===== src/rtl/fft_sequencer.sv =====
// fft_sequencer
//
// Top-level job sequencer for an in-place radix-2 FFT engine. One job runs
// through four phases: samples are loaded into SRAM bank 0 in bit-reversed
// order, the butterfly datapath is enabled until it reports completion, and
// the result is streamed out of the stage-parity bank in natural order.
//
// state  | meaning
// -------+------------------------------------------------------------
// IDLE   | no job; stage control held in reset; waits for i_start
// LOAD   | accepts N samples, writes bank 0 at bit-reversed addresses
// RUN    | butterfly datapath enabled until i_fft_done
// UNLOAD | reads result bank 0..N-1 through a 2-entry output FIFO
//
// Ports
//   clk, i_reset            single clock, synchronous active-high reset
//   i_start                 begin a job (IDLE only, not on the o_done cycle)
//   i_point_configuration   size code, N = 8 << code
//   o_point_configuration   code latched at job start
//   o_pc_resetn             active-low reset to the stage-control block
//   o_working               butterfly datapath enable
//   i_fft_done              all stages complete (RUN only)
//   i_in_*/o_in_ready       sample load handshake
//   o_wr_*                  SRAM write port
//   o_rd_*/i_rd_data        SRAM read port, data one cycle after o_rd_en
//   o_out_*/i_out_ready     result unload handshake
//   o_busy, o_done          job status, o_done is a 1-cycle pulse

module fft_sequencer #(
  parameter int DATA_W = 32,
  parameter int ADDR_W = 10
) (
  input  logic              clk,
  input  logic              i_reset,
  input  logic              i_start,
  input  logic [2:0]        i_point_configuration,
  output logic [2:0]        o_point_configuration,
  output logic              o_pc_resetn,
  output logic              o_working,
  input  logic              i_fft_done,
  input  logic              i_in_valid,
  input  logic [DATA_W-1:0] i_in_data,
  output logic              o_in_ready,
  output logic              o_wr_en,
  output logic              o_wr_bank,
  output logic [ADDR_W-1:0] o_wr_addr,
  output logic [DATA_W-1:0] o_wr_data,
  output logic              o_rd_en,
  output logic              o_rd_bank,
  output logic [ADDR_W-1:0] o_rd_addr,
  input  logic [DATA_W-1:0] i_rd_data,
  output logic              o_out_valid,
  output logic [DATA_W-1:0] o_out_data,
  output logic              o_out_last,
  input  logic              i_out_ready,
  output logic              o_busy,
  output logic              o_done
);

  // One extra bit so a count can reach N itself without wrapping.
  localparam int CW = ADDR_W + 1;

  localparam logic [1:0] S_IDLE   = 2'd0;
  localparam logic [1:0] S_LOAD   = 2'd1;
  localparam logic [1:0] S_RUN    = 2'd2;
  localparam logic [1:0] S_UNLOAD = 2'd3;

  logic [1:0]        state_q;
  logic [2:0]        cfg_q;
  logic [3:0]        lvl_q;
  logic [CW-1:0]     n_pts_q;
  logic [CW-1:0]     ld_cnt_q;
  logic [CW-1:0]     rd_cnt_q;
  logic              working_q;
  logic              done_q;

  logic              rd_inflight_q;
  logic              rd_last_q;
  logic [DATA_W-1:0] fifo_data_q [2];
  logic [1:0]        fifo_last_q;
  logic              fifo_wp_q;
  logic              fifo_rp_q;
  logic [1:0]        fifo_cnt_q;

  logic [3:0]        lvl_nxt;
  logic              start_ok;
  logic              in_ready;
  logic              ld_hs;
  logic              ld_last;
  logic [ADDR_W-1:0] cnt_rev;
  logic [ADDR_W-1:0] wr_addr;
  logic              out_valid;
  logic              head_last;
  logic              pop;
  logic              push;
  logic [1:0]        occ_after_pop;
  logic [1:0]        slots_used;
  logic              rd_issue;
  logic              unload_end;

  assign lvl_nxt  = {1'b0, i_point_configuration} + 4'd3;

  // A start coincident with the done pulse belongs to the job just finished.
  assign start_ok = (state_q == S_IDLE) && i_start && !done_q;

  assign in_ready = (state_q == S_LOAD) && !i_reset;
  assign ld_hs    = in_ready && i_in_valid;
  assign ld_last  = ld_hs && (ld_cnt_q == n_pts_q - CW'(1));

  // Bit-reverse the whole ADDR_W field, then shift down so only the low L
  // bits of the count take part in the reversal.
  always_comb begin
    cnt_rev = '0;
    for (int i = 0; i < ADDR_W; i++) begin
      cnt_rev[i] = ld_cnt_q[ADDR_W-1-i];
    end
  end

  assign wr_addr = cnt_rev >> (ADDR_W - int'(lvl_q));

  assign out_valid = (fifo_cnt_q != 2'd0) && !i_reset;
  assign head_last = fifo_last_q[fifo_rp_q];
  assign pop       = out_valid && i_out_ready;
  assign push      = rd_inflight_q;

  // Counting the slot freed by this cycle's pop keeps a read issuing every
  // cycle while the consumer is ready, without ever overfilling the FIFO.
  assign occ_after_pop = fifo_cnt_q - {1'b0, pop};
  assign slots_used    = occ_after_pop + {1'b0, rd_inflight_q};
  assign rd_issue      = (state_q == S_UNLOAD) && (rd_cnt_q < n_pts_q) &&
                         (slots_used < 2'd2) && !i_reset;

  assign unload_end = (state_q == S_UNLOAD) && pop && head_last;

  always_ff @(posedge clk) begin
    if (i_reset) begin
      state_q       <= S_IDLE;
      cfg_q         <= '0;
      lvl_q         <= '0;
      n_pts_q       <= '0;
      ld_cnt_q      <= '0;
      rd_cnt_q      <= '0;
      working_q     <= 1'b0;
      done_q        <= 1'b0;
      rd_inflight_q <= 1'b0;
      rd_last_q     <= 1'b0;
      fifo_last_q   <= '0;
      fifo_wp_q     <= 1'b0;
      fifo_rp_q     <= 1'b0;
      fifo_cnt_q    <= '0;
    end else begin
      case (state_q)
        S_IDLE: begin
          if (start_ok) begin
            state_q  <= S_LOAD;
            cfg_q    <= i_point_configuration;
            lvl_q    <= lvl_nxt;
            n_pts_q  <= {{(CW-1){1'b0}}, 1'b1} << lvl_nxt;
            ld_cnt_q <= '0;
            rd_cnt_q <= '0;
          end
        end
        S_LOAD: begin
          if (ld_hs) begin
            ld_cnt_q <= ld_cnt_q + CW'(1);
            if (ld_last) begin
              state_q   <= S_RUN;
              working_q <= 1'b1;
            end
          end
        end
        S_RUN: begin
          if (i_fft_done) begin
            state_q   <= S_UNLOAD;
            working_q <= 1'b0;
          end
        end
        S_UNLOAD: begin
          if (unload_end) begin
            state_q <= S_IDLE;
          end
        end
        default: state_q <= S_IDLE;
      endcase

      done_q <= unload_end;

      if (rd_issue) begin
        rd_cnt_q <= rd_cnt_q + CW'(1);
      end
      rd_inflight_q <= rd_issue;
      rd_last_q     <= rd_issue && (rd_cnt_q == n_pts_q - CW'(1));

      if (push) begin
        fifo_data_q[fifo_wp_q] <= i_rd_data;
        fifo_last_q[fifo_wp_q] <= rd_last_q;
        fifo_wp_q              <= ~fifo_wp_q;
      end
      if (pop) begin
        fifo_rp_q <= ~fifo_rp_q;
      end
      fifo_cnt_q <= fifo_cnt_q + {1'b0, push} - {1'b0, pop};
    end
  end

  assign o_point_configuration = cfg_q;
  assign o_pc_resetn           = (state_q != S_IDLE) && !i_reset;
  assign o_busy                = (state_q != S_IDLE) && !i_reset;
  assign o_working             = working_q;
  assign o_done                = done_q;

  assign o_in_ready = in_ready;
  assign o_wr_en    = ld_hs;
  assign o_wr_bank  = 1'b0;
  assign o_wr_addr  = wr_addr;
  assign o_wr_data  = i_in_data;

  // The FFT leaves its result in the bank selected by the stage count parity.
  assign o_rd_en   = rd_issue;
  assign o_rd_bank = lvl_q[0];
  assign o_rd_addr = rd_cnt_q[ADDR_W-1:0];

  assign o_out_valid = out_valid;
  assign o_out_data  = fifo_data_q[fifo_rp_q];
  assign o_out_last  = out_valid && head_last;

endmodule

===== config.mk =====
export PLATFORM = sky130hd
export DESIGN_NAME = fft_sequencer
export DESIGN_NICKNAME = d
export VERILOG_FILES = /design/src/rtl/fft_sequencer.sv
export SDC_FILE = /design/constraint.sdc
export NUM_CORES = 1
export LEC_CHECK = 0
export ABC_AREA = 1
export CORE_MARGIN = 3
export CORE_UTILIZATION = 45
export CTS_CLUSTER_SIZE = 16
export DETAILED_ROUTE_END_ITERATION = 8
export GPL_TIMING_DRIVEN = 0
export HOLD_SLACK_MARGIN = 0.06
export PLACE_DENSITY = 0.75
export SLEW_MARGIN = 20
export SYNTH_ARGS = -nofsm -noshare
export SYNTH_HDL_FRONTEND = slang
export SYNTH_SLANG_ARGS = --single-unit

===== constraint.sdc =====
create_clock -name clk -period 6.25 [get_ports clk]
set_input_delay 1.25 -clock clk [delete_from_list [all_inputs] [get_ports clk]]
set_output_delay 1.25 -clock clk [all_outputs]
set_load 0.02 [all_outputs]

==> Word-level counts from Yosys, hierarchy flattened <==
Memory sizes are Yosys's and may differ from the RTL's. A register that Yosys moved wholly into a read port is not among the register bits.
Index checks and enable logic that the tools add are counted.
{ "word_totals": {"regBits": 52, "mem_bits_rw": 64, "input_bits": 73, "out_inout_bits": 98, "mem_count": 1} }
{ "memory_table": {"columns": ["name", "words", "width", "read_ports", "rd_ports_with_merged_regs", "wr", "line_no", "text"], "rows": [
  ["fifo_data_q", 2, 32, 1, 1, 1, "79", "logic [DATA_W-1:0] fifo_data_q [2];"]
]} }
{ "op_classes": {"addsub": 9, "magnitude_cmp": 5, "eq_ne": 10, "shift": 2, "n_mux": 25, "n_bitwise": 2, "n_reduce_logical": 30} }
{ "op_table": {"columns": ["op", "count"], "rows": [
  ["$mux 11", 4],
  ["$shr 10x32->10", 1],
  ["$add 11x1->11 const B", 2],
  ["$eq 11x11->1", 2],
  ["$pmux 11 s2", 1],
  ["$logic_and 1x1->1", 16],
  ["$reduce_bool 2->1", 6],
  ["$lt 11x11->1", 1],
  ["$mux 1", 11],
  ["$shl 1x4->11 const A", 1],
  ["$sub 11x1->11 const B", 1],
  ["$mux 2", 5],
  ["$ne 2x2->1 const B", 5],
  ["$pmux 2 s4", 1],
  ["$reduce_and 5->1", 1],
  ["$sub 4x4->5 const A", 1],
  ["$add 2x1->2", 2],
  ["$add 3x2->4 const B", 1],
  ["$eq 2x2->1 const B", 2],
  ["$lt 1x2->1 const B", 2],
  ["$reduce_and 2->1", 2],
  ["$reduce_and 4->1", 1],
  ["$sub 2x1->2", 2],
  ["$reduce_and 3->1", 1],
  ["other kinds (9)", 11]
]} }

==> Longest topological paths before layout <==
Gate-level depths: netlist of the first run.
{ "depth": {"word_depth": 10, "depth_mapped": 16, "depth_no_buf": 16} }

==> Worst setup path before layout of the first run <==
Ideal clock, no wire load.
{ "synth_path": {"path_kind": "input to output", "start": "input i_reset", "end": "output o_rd_en", "arrival_ps": 2930, "setup_slack_ps": 2070, "stages": 13, "path_buffers": 2, "path_cell_list": "buf_6 -> inv_4 -> o21ai_1 -> inv_1 -> nand2_1 -> inv_1 -> ha_1 -> inv_1 -> ha_1 -> xor2_1 -> nand3_1 -> inv_1 -> buf_2"} }
{ "synth_via": {"elab_chain_len": 8} }
{ "synth_rtl": {"columns": ["item", "line_no", "text"], "rows": [
  ["from (decl)", "34", "input logic i_reset,"],
  ["$logic_not 1->1", "121", "assign out_valid = (fifo_cnt_q != 2'd0) && !i_reset;"],
  ["$logic_and 1x1->1", "121", null],
  ["named net o_out_valid", "52", "output logic o_out_valid,"],
  ["$logic_and 1x1->1", "123", "assign pop = out_valid && i_out_ready;"],
  ["named net pop", "94", "logic pop;"],
  ["$sub 2x1->2", "128", "assign occ_after_pop = fifo_cnt_q - {1'b0, pop};"],
  ["$add 2x1->2", "129", "assign slots_used = occ_after_pop + {1'b0, rd_inflight_q};"],
  ["$lt 2x2->1", "131", "(slots_used < 2'd2) && !i_reset;"],
  ["$logic_and 1x1->1", "130", "assign rd_issue = (state_q == S_UNLOAD) && (rd_cnt_q < n_pts_q) &&"],
  ["$logic_and 1x1->1", "131", null],
  ["to (decl)", "48", "output logic o_rd_en,"]
]} }
The timed path passes the listed nets, and every way through them passes these cells.

==> Final worst setup path of the first run <==
{ "layout_path": {"start": "input i_out_ready", "end": "output o_rd_en"} }
{ "layout_via": {"elab_chain_len": 6} }
{ "layout_rtl": {"columns": ["item", "line_no", "text"], "rows": [
  ["from (decl)", "55", "input logic i_out_ready,"],
  ["$logic_and 1x1->1", "123", null],
  ["named net pop", "94", null],
  ["$sub 2x1->2", "128", null],
  ["$add 2x1->2", "129", null],
  ["$lt 2x2->1", "131", null],
  ["$logic_and 1x1->1", "130", null],
  ["$logic_and 1x1->1", "131", null]
]} }
The timed path passes the listed nets, and every way through them passes these cells.

==> run metrics, run 1 <==
status=complete, no violations; number of cell rows=42; VDD IR max=0.220 mV; 1st-iter DRT viols=between 300 and 400; Antenna Cells=0; power density over the cells=approximately 270 nW/µm²; setup_tns=0 ps; Peak Freq=~0.20 GHz; CP Capture Type=output pin; largest net degree at the start of global routing=22; Slew Viols, Final=0; Startpoint Class=primary input; measured slew at the worst slew-check pin=between 600 and 700 ps; Post-synth EDFFs=64; post-cts sizing count=0; slowest CP cell=clkdlybuf4s50_1; total number of vias=between 5,000 and 6,000; Arrival @ worst endpoint=between 3000 and 4000 ps; Routed wire per std cell=13.8 µm; first-pass GRT wire length=roughly 23,000 µm; grt total ovfl=0; initial antenna violation count=0; Final #Nets=between 900 and 1,000; dpl ws=1240 ps; max layer used=met4; cell taking the most area after synthesis=edfxtp_1; Tot GR Track Use=between 10% and 20%; Req. time, crit path=about 5000 ps; layout cells sized above 1=between 10% and 20%; drt drc=0; die width=about 120 µm; Main synth FF type=edfxtp_1; number of global-route vias before repair=around 4,800; Num CTS Buffers=17; Avg Cell Area, Syn=between 8 and 9 µm²; PnR worst setup slack=between 1000 and 1500 ps; Final Power=2.31 mW; hold buffer count at CTS=0; total of max-cap violations=0; CP Max Fanout=10; Lkg Pwr=approximately 3.4 nW; # setup viols final=0; WL met3=between 1000 and 1500 µm; Clock Sinks=between 100 and 150; Async SR Flop Fraction=0%; Met2 Routed Length=7020 µm; Core ar.=~13,000 µm²; Post-Syn Nets=between 800 and 900; Antenna Nets Post-Route=0; end-of-flow core utilization=a little over three fifths; Max clock buf depth=2; Yosys reg bits=117; H-tree levels=4; CTS root buffer=clkbuf_16; # fillers=~1,100; port bufs=roughly 140; area grow syn2layout=35.2%; Initial Util=46.7%; Final Critical Period=between 5000 and 6000 ps; Final Hold Vio Count=0; Die ar.=15,400 µm²; die height=124 µm; Synth top area share=30.6%; TritonRoute pass-1 iters=5; CTS tree=yes; drt via density=around 4.9; yosys warns=0; Area contributors post-synth=edfxtp_1 31%, dfxtp_1 17%, nand2_1 7.9%; Detailed Route WL=14,500 µm; fin crit share=roughly four fifths; RSZ-0062 raised after global routing=false; worst setup path class=in2out; sequential fraction of the synthesis area=47.5%; Worst Hold Class=reg2reg; worst path cell trace=clkdlybuf4s50_1 -> nand2_1 -> inv_1 -> ha_1 -> inv_1 -> ha_1 -> xor2_1 -> nand3_1 -> inv_1 -> buf_2 -> clkdlybuf4s50_1; Syn Std Cell Area=between 6000 and 7000 µm²; Reg clk slew, reported paths=~60 ps; routability-driven placement congestion ratio=between 0.8 and 0.9; Setup Buffers After CTS=0; clock latency on the worst-skew pair=approximately 410 ps; Post-DP HPWL=11,000 µm; Slew headroom=between 50% and 60%; Setup Skew=around 4.5 ps; Crit path largest cell delay=630 ps; Distinct cells, synth=between 40 and 50; Post-Synthesis Cells=roughly 700; # IOs=between 150 and 200; Post-Route M1 WL=approximately 6300 µm; hold_ws=about 460 ps; most numerous cell on the critical path=inv_1
## final timing paths
path	start	end	slack, ps	depth (start not counted)
setup / recovery	i_out_ready	o_rd_en	1230	11
hold / removal	o_point_configuration[2]	o_point_configuration[2]	460	2
setup reg to reg	fifo_cnt_q[1]	rd_cnt_q[0]	3890	14
hold reg to reg	o_point_configuration[2]	o_point_configuration[2]	460	2
## metrics by stage
step                      cell area, µm²  std cells
after global placement              7870       1015
after global routing                8490       1049
after CTS                           8490       1049
final                               8490       1049
after detailed placement            7940       1017
after floorplan                     6280        703
## cells by family after synthesis
family,share of synthesized area [%]
compound gates,9.46
other cells,0.0597
flops,47.5
simple gates,18.3
buf+inv,11.3
fa+ha+maj,5.18
mux,6.05
xor+xnor,2.23
## layout by cell type, fill, tap and decap left out, drive strengths merged, types with 2 or more instances in the layout
cell type | Yosys | layout
o21a | 2 | 2
nand4 | 8 | 8
clkinv | 0 | 6
mux2i | 2 | 2
o21ai | 42 | 42
buf | 52 | 54
dfxtp | 53 | 53
o32ai | 2 | 2
mux2 | 32 | 32
clkbuf | 8 | 25
nand3 | 45 | 45
xor2 | 13 | 13
o22ai | 9 | 9
xnor2 | 3 | 3
clkinvlp | 0 | 5
inv | 80 | 83
a31oi | 2 | 2
ha | 26 | 26
edfxtp | 64 | 64
a21oi | 38 | 38
nor2 | 70 | 70
o211ai | 3 | 3
nand2 | 136 | 136
clkdlybuf4s50 | 0 | 136
nor3 | 4 | 4
a211oi | 2 | 2
## worst max-delay path: cells and delay by family
family	cells	cell delay, ps
xor+xnor	1	220
fa+ha+maj	2	440
buf+inv	6	1480
simple gates	2	370
## layout make-up
class | count | area, µm² | area share, %
Multi-Input combinational cell | 446 | 2610 | 30.7
Timing Repair Buffer | 138 | 1420 | 16.7
Tap cell | 176 | 220 | 2.59
Clock buffer | 17 | 425 | 5.01
Inverter | 80 | 308 | 3.62
Clock inverter | 15 | 133 | 1.56
Sequential cell | 117 | 2980 | 35.1
Buffer | 60 | 403 | 4.74
## flip-flops by register name (all words and copies together) (netlist names), named ones only
signal and cells:
rd_last_q 1, fifo_last_q 2, fifo_wp_q 1, rd_cnt_q 11, n_pts_q 11, state_q 2, push 1, ld_cnt_q 11
fifo_data_q 64, fifo_cnt_q 2, fifo_rp_q 1, o_working 1, lvl_q 4, o_done 1, o_point_configuration 3
## metal layers
layer	GRT usage [%]	up-vias
met5	0	-
met4	4.86	0
met3	6.09	10
met2	32.2	146
met1	23.4	2325
li1	-	2637
## synth_stat cells (all sizes together), types with 2 or more instances
master / instances
dfxtp: 53
a211oi: 2
o21a: 2
o211ai: 3
nand4: 8
edfxtp: 64
xnor2: 3
nor3: 4
clkbuf: 8
nor2: 70
inv: 80
ha: 26
a31oi: 2
buf: 52
nand3: 45
mux2: 32
xor2: 13
o21ai: 42
a21oi: 38
mux2i: 2
o22ai: 9
nand2: 136
o32ai: 2
## report_power, final
group          total [mW]  switching (mW)  internal [mW]
Clock               0.906           0.359          0.546
Combinational       0.545           0.323          0.222
Sequential          0.858          0.0227          0.835
Total                2.31           0.705           1.60
Note: power is estimated with default switching activity, not from simulation.
==> run 2, diff against run 1 <==
--- a/config.mk
+++ b/config.mk
@@ -7,12 +7,12 @@
 export LEC_CHECK = 0
 export ABC_AREA = 1
 export CORE_MARGIN = 3
-export CORE_UTILIZATION = 45
+export CORE_UTILIZATION = 44
 export CTS_CLUSTER_SIZE = 16
 export DETAILED_ROUTE_END_ITERATION = 8
 export GPL_TIMING_DRIVEN = 0
 export HOLD_SLACK_MARGIN = 0.06
-export PLACE_DENSITY = 0.75
+export PLACE_DENSITY = 0.77
 export SLEW_MARGIN = 20
 export SYNTH_ARGS = -nofsm -noshare
 export SYNTH_HDL_FRONTEND = slang
==> constraint.sdc (replaced) <==
create_clock -name clk -period 4.2 [get_ports clk]
set_input_delay 0.84 -clock clk [delete_from_list [all_inputs] [get_ports clk]]
set_output_delay 0.84 -clock clk [all_outputs]
set_load 0.02 [all_outputs]
==> run 2 against run 1 <==
  * Non-clock buffer count stayed put
  * Global-route usage fell by 0.29 points
  * Clock-buffer cell count up 1
  * Clock power grew 78%
  * Critical endpoint unchanged
  * Clock skew up 2.5 ps
  * Register-to-register slack lost 2000 ps
==> run metrics, run 2 (synthesized netlist as in run 1, its figures left out) <==
status=complete, no violations (unchanged); Routed wire per std cell=14.1 µm (was 13.8 µm); power density over the cells=431 nW/µm² (was 272 nW/µm²); WL met3=938 µm (was 1060 µm); max reg flops=64 (unchanged); worst path cell trace=clkdlybuf4s50_1 -> nand2_1 -> inv_1 -> ha_1 -> inv_1 -> ha_1 -> xor2_1 -> nand3_1 -> inv_1 -> buf_2 -> dlygate4sd2_1 (was clkdlybuf4s50_1 -> nand2_1 -> inv_1 -> ha_1 -> inv_1 -> ha_1 -> xor2_1 -> nand3_1 -> inv_1 -> buf_2 -> clkdlybuf4s50_1); PnR worst setup slack=295 ps (was 1230 ps); total number of vias=5,188 (was 5,118); routability-driven placement congestion ratio=0.891 (was 0.895); CTS root buffer=clkbuf_16 (unchanged); RSZ-0062 raised after global routing=false (unchanged); Final Non-Filler Cells=1,053 (was 1,049); Clock Sinks=117 (unchanged); Met2 Routed Length=7240 µm (was 7020 µm); most numerous cell on the critical path=inv_1 (unchanged); Tot GR Track Use=18.7% (was 19.0%); multi-input combinational cell area=2610 µm² (unchanged); Core ar.=13,900 µm² (was 13,500 µm²); CTS tree=yes (unchanged); dpl ws=0.903 ps (was 1240 ps); CP Capture Type=output pin (unchanged); clock latency on the worst-skew pair=420 ps (was 410 ps); commonest non-fill, non-tap cells in the layout=135 x clkdlybuf4s50_1, 132 x nand2_1, 77 x inv_1 (was 136 x clkdlybuf4s50_1, 132 x nand2_1, 77 x inv_1); R2R Setup Slk=1860 ps (was 3890 ps); Num CTS Buffers=17 (unchanged); Setup Buffers After CTS=0 (unchanged); initial antenna violation count=0 (unchanged); Reg clk slew, reported paths=50 ps (was 60 ps); Die ar.=15,800 µm² (was 15,400 µm²); CP Max Fanout=10 (unchanged); total of max-cap violations=0 (unchanged); placed cell count=1,021 (was 1,017); number of cell rows=43 (was 42); Req. time, crit path=3360 ps (was 5000 ps); Peak Freq=between 0.2 and 0.3 GHz; Setup Skew=7.00 ps (was 4.53 ps); worst path bufs/invs=6 (unchanged); Arrival @ worst endpoint=3070 ps (was 3770 ps); fin crit share=around 93%; hold_ws=466 ps (was 462 ps); Final Power=3.69 mW (was 2.31 mW); Slew headroom=56.4% (was 56.3%); Post-Route M1 WL=6510 µm (was 6290 µm); # IOs=171 (unchanged); area grow syn2layout=36.5% (was 35.2%); grt total ovfl=0 (unchanged); die height=126 µm (was 124 µm); commonest non-fill, non-tap cell in the layout=clkdlybuf4s50_1 (unchanged); Post-DP HPWL=11,100 µm (was 11,000 µm); measured slew at the worst slew-check pin=654 ps (was 656 ps); FF+latch area=2980 µm² (unchanged); Antenna Nets Post-Route=0 (unchanged); drt drc=0 (unchanged); drt via density=4.93 (was 4.88); Initial Util=45.1% (was 46.7%); Antenna Cells=0 (unchanged); Final Critical Period=roughly 3900 ps; Largest delay share family, worst path=buffers and inverters (unchanged); Detailed Route WL=14,800 µm (was 14,500 µm); slowest CP cell=clkdlybuf4s50_1 (unchanged); Lkg Pwr=3.43 nW (was 3.37 nW); Max clock buf depth=2 (unchanged); H-tree levels=4 (unchanged); Startpoint Class=primary input (unchanged); first-pass GRT wire length=23,900 µm (was 22,600 µm); Final Hold Vio Count=0 (unchanged); TritonRoute pass-1 iters=5 (unchanged); Worst Hold Class=reg2reg (unchanged); Crit path largest cell delay=410 ps (was 630 ps); die width=126 µm (was 124 µm); number of global-route vias before repair=5,006 (was 4,800); # fillers=1,171 (was 1,139); worst setup path class=in2out (unchanged); Final #Nets=959 (unchanged); max layer used=met4 (unchanged); 1st-iter DRT viols=284 (was 317); largest register by flop count=fifo_data_q (unchanged); Slew Viols, Final=0 (unchanged); # setup viols final=0 (unchanged); VDD IR max=0.378 mV (was 0.220 mV); layout cells sized above 1=15.8% (unchanged); port bufs=136 (unchanged); largest net degree at the start of global routing=27 (was 22); setup_tns=0 ps (unchanged)
==> run 2: cell count changes in the layout (fill, tap and decap cells not counted), moves of 2 or more <==
cell,delta
bufinv_16,+4
buf_16,-2
clkinvlp_4,-4
buf_12,+2
inv_6,+2
==> run 2: timing repair <==
item                       in CTS  in global routing
hold buffers                    0                  0
setup endpoints to repair       1                  0
resized for setup               1                  0
==> run 2: layout make-up <==
cell class              count  area share (%)
repair buffers            138            16.3
plain buffers              60            4.70
clock inverters            14            2.60
well taps                 180            2.63
flip-flops and latches    117            34.8
multi-input cells         446            30.4
inverters                  80            3.59
clock buffers              18            5.00
==> run 2: path summary, 6_finish.rpt <==
path,startpoint,to,cells past startpoint
setup / recovery,i_out_ready,o_rd_en,11
hold / removal,fifo_last_q[1],fifo_last_q[1],2
setup reg to reg,fifo_cnt_q[1],rd_cnt_q[0],14
hold reg to reg,fifo_last_q[1],fifo_last_q[1],2
==> run 2: worst reg2reg max path, stage by stage, from the launching register on <==
cell and delay (ps):
dfxtp_1 310, o21ai_1 170, inv_1 70, nand2_1 130, inv_1 60, ha_1 270
inv_1 40, ha_1 180, xor2_1 210, nand3_1 210, nand2_1 110, inv_1 50
buf_2 180, o21ai_0 170, inv_1 60
==> run 2: power breakdown <==
group	total [mW]	internal [mW]	switching, mW
logic	0.810	0.330	0.480
clock network	1.61	1.06	0.546
registers	1.28	1.24	0.0331
==> run 2: metal layers <==
layer | vias up | GRT usage (%)
met5 | - | 0
met4 | 0 | 4.59
met3 | 15 | 4.61
met2 | 153 | 31.9
met1 | 2389 | 23.8
li1 | 2631 | -
==> run 2: through the flow <==
stage | utilization (%) | cell area, µm²
floorplan | - | 6280
global placement | 56.5 | 7870
detailed placement | 56.9 | 7930
CTS | 61.6 | 8580
global route | 61.6 | 8580
finish | 61.6 | 8580
